===== src/rtl/fetch_unit.sv =====
// Instruction fetch stage: issues word fetches, buffers in-order responses in a
// DEPTH-entry prefetch queue and hands one registered instr/PC pair per cycle to
// decode. A branch redirect flushes the queue and drops still-outstanding responses.
module fetch_unit #(
    parameter logic [31:0] RESET_PC = 32'h0000_0000,
    parameter int unsigned DEPTH    = 4
) (
    input  logic        clk,
    input  logic        reset,
    output logic        imem_req_valid,
    input  logic        imem_req_ready,
    output logic [31:0] imem_addr,
    input  logic        imem_rsp_valid,
    input  logic [31:0] imem_rsp_data,
    input  logic        stall,
    input  logic        redirect,
    input  logic [31:0] redirect_pc,
    output logic [31:0] instr,
    output logic [31:0] PC,
    output logic        instr_valid
);
    localparam int unsigned AW      = $clog2(DEPTH);
    localparam int unsigned CW      = AW + 1;
    localparam logic [31:0] NOP     = 32'h0000_0013;
    localparam logic [CW:0] DEPTH_C = (CW + 1)'(DEPTH);

    logic [31:0]       fetch_pc_q, fetch_pc_d;
    logic [AW-1:0]     head_q, head_d, tail_q, tail_d, rsp_ptr_q, rsp_ptr_d;
    // alloc: entries in the queue; pend: allocated entries still waiting for data;
    // drop: responses still to arrive for fetches flushed by a redirect
    logic [CW-1:0]     alloc_cnt_q, alloc_cnt_d;
    logic [CW-1:0]     pend_cnt_q, pend_cnt_d;
    logic [CW-1:0]     drop_cnt_q, drop_cnt_d;
    logic [DEPTH-1:0]  ok_q, ok_d;
    logic [31:0]       entry_pc_q   [DEPTH];
    logic [31:0]       entry_data_q [DEPTH];
    logic [31:0]       instr_q, instr_d, pc_out_q, pc_out_d;
    logic              instr_valid_q, instr_valid_d;

    logic [CW:0]       occupancy;
    logic              push, pop, rsp_drop, rsp_write;

    // Slots are consumed both by queued entries and by responses we still owe a drop.
    assign occupancy      = {1'b0, alloc_cnt_q} + {1'b0, drop_cnt_q};
    assign imem_req_valid = !redirect && (occupancy < DEPTH_C);
    assign imem_addr      = fetch_pc_q;
    assign push           = imem_req_valid && imem_req_ready;
    assign rsp_drop       = imem_rsp_valid && (drop_cnt_q != '0);
    assign rsp_write      = imem_rsp_valid && (drop_cnt_q == '0) && !redirect;
    // Only registered data_ok is looked at, so a response never pops in its own cycle.
    assign pop            = !redirect && !stall && ok_q[head_q];

    assign instr       = instr_q;
    assign PC          = pc_out_q;
    assign instr_valid = instr_valid_q;

    // Next-state for queue bookkeeping, fetch address and the decode-facing registers.
    always_comb begin
        fetch_pc_d    = fetch_pc_q;
        head_d        = head_q;
        tail_d        = tail_q;
        rsp_ptr_d     = rsp_ptr_q;
        alloc_cnt_d   = alloc_cnt_q;
        pend_cnt_d    = pend_cnt_q;
        drop_cnt_d    = drop_cnt_q;
        ok_d          = ok_q;
        instr_d       = instr_q;
        pc_out_d      = pc_out_q;
        instr_valid_d = instr_valid_q;

        if (redirect) begin
            // Every pending entry becomes a response to drop; a response arriving now
            // (dropped or not) is one of those and is consumed this cycle.
            fetch_pc_d    = redirect_pc & 32'hFFFF_FFFC;
            head_d        = '0;
            tail_d        = '0;
            rsp_ptr_d     = '0;
            alloc_cnt_d   = '0;
            pend_cnt_d    = '0;
            ok_d          = '0;
            drop_cnt_d    = drop_cnt_q + pend_cnt_q - CW'(imem_rsp_valid);
            instr_d       = NOP;
            instr_valid_d = 1'b0;
        end else begin
            if (push) begin
                fetch_pc_d   = fetch_pc_q + 32'd4;
                tail_d       = tail_q + AW'(1);
                ok_d[tail_q] = 1'b0;
            end
            if (rsp_drop) begin
                drop_cnt_d = drop_cnt_q - CW'(1);
            end
            if (rsp_write) begin
                ok_d[rsp_ptr_q] = 1'b1;
                rsp_ptr_d       = rsp_ptr_q + AW'(1);
            end
            if (pop) begin
                ok_d[head_q] = 1'b0;
                head_d       = head_q + AW'(1);
            end
            alloc_cnt_d = alloc_cnt_q + CW'(push) - CW'(pop);
            pend_cnt_d  = pend_cnt_q + CW'(push) - CW'(rsp_write);

            if (stall) begin
                instr_d       = instr_q;
                pc_out_d      = pc_out_q;
                instr_valid_d = instr_valid_q;
            end else if (pop) begin
                instr_d       = entry_data_q[head_q];
                pc_out_d      = entry_pc_q[head_q];
                instr_valid_d = 1'b1;
            end else begin
                instr_d       = NOP;
                instr_valid_d = 1'b0;
            end
        end
    end

    // Control and output state, cleared immediately by reset.
    always_ff @(posedge clk or posedge reset) begin
        if (reset) begin
            fetch_pc_q    <= RESET_PC;
            head_q        <= '0;
            tail_q        <= '0;
            rsp_ptr_q     <= '0;
            alloc_cnt_q   <= '0;
            pend_cnt_q    <= '0;
            drop_cnt_q    <= '0;
            ok_q          <= '0;
            instr_q       <= NOP;
            pc_out_q      <= '0;
            instr_valid_q <= 1'b0;
        end else begin
            fetch_pc_q    <= fetch_pc_d;
            head_q        <= head_d;
            tail_q        <= tail_d;
            rsp_ptr_q     <= rsp_ptr_d;
            alloc_cnt_q   <= alloc_cnt_d;
            pend_cnt_q    <= pend_cnt_d;
            drop_cnt_q    <= drop_cnt_d;
            ok_q          <= ok_d;
            instr_q       <= instr_d;
            pc_out_q      <= pc_out_d;
            instr_valid_q <= instr_valid_d;
        end
    end

    // Entry payload storage; validity lives in ok_q, so no reset is needed here.
    always_ff @(posedge clk) begin
        if (push) begin
            entry_pc_q[tail_q] <= fetch_pc_q;
        end
        if (rsp_write) begin
            entry_data_q[rsp_ptr_q] <= imem_rsp_data;
        end
    end
endmodule


===== config.mk =====
export PLATFORM = sky130hd
export DESIGN_NAME = fetch_unit
export DESIGN_NICKNAME = d
export VERILOG_FILES = /design/src/rtl/fetch_unit.sv
export SDC_FILE = /design/constraint.sdc
export NUM_CORES = 1
export LEC_CHECK = 0
export ABC_AREA = 0
export CAP_MARGIN = 25
export CORE_AREA = 5 5 176 348
export DETAILED_ROUTE_END_ITERATION = 10
export DIE_AREA = 0 0 181 353
export PLACE_DENSITY = 0.51
export SKIP_LAST_GASP = 1
export SLEW_MARGIN = 20
export SYNTH_ARGS = -nofsm -noshare
export SYNTH_HDL_FRONTEND = slang
export SYNTH_SLANG_ARGS = --single-unit

===== constraint.sdc =====
create_clock -name clk -period 5.4 [get_ports clk]
set_input_delay 1.35 -clock clk [delete_from_list [all_inputs] [get_ports clk]]
set_output_delay 1.35 -clock clk [all_outputs]
set_load 0.005 [all_outputs]

==> results.md <==
- DR pass1 iterations: 4
- RSZ-0062 raised after global routing: no
- Top FF cell, synth: edfxtp_1
- Post-Synth Adder-Cell Area: 0.02501
- Vias in the first global route: between 8000 and 9000
- DR iter-0 viols: just over 400
- Fin nets: roughly 1100
- Sw Pwr: approximately 1.7 mW
- Area of the core: about 58000 um2
- Routed via count: 8013
- Outcome: finished, final reports clean
- Yosys warns: 0
- Clk pwr share: 0.359
- HP Class: flop to flop
- Standard-cell row count: around 130
- Max VDD drop: approximately 0.3 mV
- Crit path max-delay family: buffers and inverters
- GRT met3 Usage: 0.03172
- Post-Synthesis Cell Area: approximately 14000 um2
- Final Skew: 0.03715 ns
- Final hold viol count: 0
- Post-cts resize count: 0
- Met1 usage: 0.1305
- Global-route wire length before repair: approximately 57000 um
- Starting Density: 0.2483
- Die width: around 180 um
- Busiest layer in global routing: met2
- Gr ovfl total: 0
- Largest family of logic cells by synthesized area: multiplexers
- Area delta synth->final: 26.26%
- Final period utilization: 0.7340
- Worst Max-Slew Pin Slew: between 0.9 and 1 ns
- Most common cell after layout, fill and taps aside: edfxtp_1
- Pins Over Slew Limit: 0
- Synth cell types: 51
- DRC: 0
- FFs w/ async S/R, synth: 0.3111
- CP peak stage delay: 0.46 ns
- EDFF count, synth: around 250
- Met2 Use GR: 0.2149
- Min Clock Period, post-route: 3.964 ns
- Tot Pwr: about 6.9 mW
- Num Clock Sinks: 360
- FILL cells: approximately 5700
- Final WL: between 30000 and 40000 um
- Sequential share of the synthesized area: 0.7116
- Worst-path clk slew: ~0.05 ns
- Post-Synthesis Cells: just over 800
- Number of max-cap violations: 0
- Headroom to the max-slew limit: 0.3425
- Crit-path cells: buf_2 > inv_1 > and3_1 > clkdlybuf4s50_1
- Final HPWL DP: between 20000 and 25000 um
- Switch share: 0.2412
- CTS tree: yes
- Crit path DAT: between 2 and 3 ns
- CP Launch Type: input port
- Slowest cell on crit path: clkdlybuf4s50_1
- Die area: around 64000 um2
- GRT Resource Usage Total: 0.1172
- Num CTS Buffers: 35
- Xor-xnor portion of the synthesized cell area: 0.01033
- Initial antenna violation count: 7
- Lkg Pwr: around 6.3 nW
- Cell Int Power: between 5 and 6 mW
- Port buffer count: 161
- Setup TNS: 0 ns
- Simple-Gate Fraction of Synth Area: 0.05687
- Post-CTS setup buffer count: 0
- Fmax: 0.2523 GHz
- CTS max path bufs: 3
- Fin util: 0.3136
- Crit path buffers/inverters: 3
- Combinational power share: 0.149
- Mean post-synth cell area: approximately 17 um2
- Cts-stage hold buffer count: 0
- Endpoints failing setup: 0
- Largest net degree at the start of global routing: 62
- Num ports: 168
- Crit end category: output port
- RePlAce Congestion: about 0.73
- Sequential share of power: 0.492
- Vias per cell: 4.477
- Root buffer cell: clkbuf_16
- Routed WL per cell: roughly 21 um
- Register bit total from synthesis: 360
- DRT antenna net count: 0
- Crit-path max FO: 21
- Layout cells sized above 1: 0.1787
- CP required: roughly 4 ns
- Mux share of post-synthesis cell area: 0.1254
- Commonest non-fill, non-tap cells in the layout: edfxtp_1, clkdlybuf4s50_1, dfrtp_1
- Clk_lat worst skew: 0.54 ns
- Power Density: 381.7 nW/um2
- Kind of critical path: input port to output port
- H-tree Lvls: 2
- DIE HEIGHT: 353 um
- Synth Area in Compound Gates: 0.04949
worst reg2reg max path, stage by stage, from the launching register on:
cell       delay (ns)
dfrtp_4          0.79
and2_1           0.22
a211oi_1         0.06
a2111oi_4        0.45
buf_4            0.58
buf_4            0.54
mux2_2           0.42
flip-flops by register name (all words and copies together), names as in the netlist, 4 cells and up:
register      cells
entry_data_q    128
entry_pc_q      120
instr            32
PC               30
imem_addr        30
ok_q              4
synthesized netlist by cell type, drive strengths merged, types with 4 or more instances:
cell,number,area (um2)
a211oi,5,37.54
nor2b,5,31.28
a22o,30,262.8
o21ai,16,80.08
edfxtp,248,7447
a21oi,4,20.02
mux4,62,1396
nand4,15,93.84
nand2,27,101.4
dfrtp,109,2728
buf,15,77.57
mux2i,5,50.05
mux2,32,360.4
and2,8,50.05
or3,6,37.54
ha,24,300.3
nand3,18,90.09
clkbuf,31,117.6
and3,6,37.54
nor2,29,108.9
inv,29,108.9
xor2,7,61.31
and4,5,43.79
o311ai,5,43.79
o31ai,9,67.56
a22oi,6,45.04
xnor2,10,87.58
a31oi,15,93.84
or4,13,97.59
power groups by stage:
| stage | Combinational (mW) | Sequential (mW) | Clock [mW] |
|---|---|---|---|
| 5_1_grt | 1.14 | 3.45 | 2.71 |
| 3_3_place_gp | 1.05 | 3.47 | 0 |
| 6_report | 1.04 | 3.42 | 2.49 |
| 3_5_place_dp | 1.07 | 3.48 | 0 |
| 4_1_cts | 1.07 | 3.43 | 2.59 |
| 2_1_floorplan | 0.526 | 3.43 | 0 |
routing by layer:
| layer | vias up | wire (um) |
|---|---|---|
| li1 | 3597 | - |
| met1 | 4142 | 13910 |
| met2 | 210 | 19910 |
| met3 | 58 | 2654 |
| met4 | 6 | 1110 |
| met5 | - | 47 |
cell type report:
class	count	area, um2	area share
inverters	29	111.4	0.006121
diodes	4	10.01	0.0005502
repair buffers	179	1804	0.09917
flip-flops and latches	360	10260	0.5640
clock buffers	50	1002	0.05509
well taps	762	953.4	0.05240
multi-input cells	393	3889	0.2137
clock inverters	13	162.7	0.008940
through the flow:
| stage | std cells | cell area [um2] | hold WS (ns) | worst slack, ns |
|---|---|---|---|---|
| after detailed placement | 1722 | 17000 | 0.4920 | 1.280 |
| after global placement | 1718 | 16920 | 0.4917 | 1.324 |
| after global routing | 1786 | 18180 | 0.5178 | 1.368 |
| after CTS | 1785 | 18160 | 0.5106 | 1.425 |
| after floorplan | 828 | 14420 | 0.4735 | 1.096 |
| final | 1790 | 18190 | 0.5042 | 1.436 |
logic make-up (layout without fill, tap and decap cells):
logic type,after synthesis,count (layout)
compound gates,97,97
other cells,1,8
mux,99,99
fa+ha+maj,27,27
xor+xnor,17,17
buf+inv,75,271
simple gates,149,149
flops,360,360
final timing paths:
check	from	end	slack [ns]	depth (start not counted)
worst max-delay path	redirect	imem_req_valid	1.44	4
worst min-delay path	drop_cnt_q[2]	drop_cnt_q[2]	0.50	1
worst max register to register	head_q[0]	head_q[1]	2.22	6
worst min register to register	drop_cnt_q[2]	drop_cnt_q[2]	0.50	1
max in group asynchronous	reset	PC[17]	3.01	3
min in group asynchronous	reset	instr[8]	1.35	2
No activity file was read; power rests on OpenSTA's default activity.
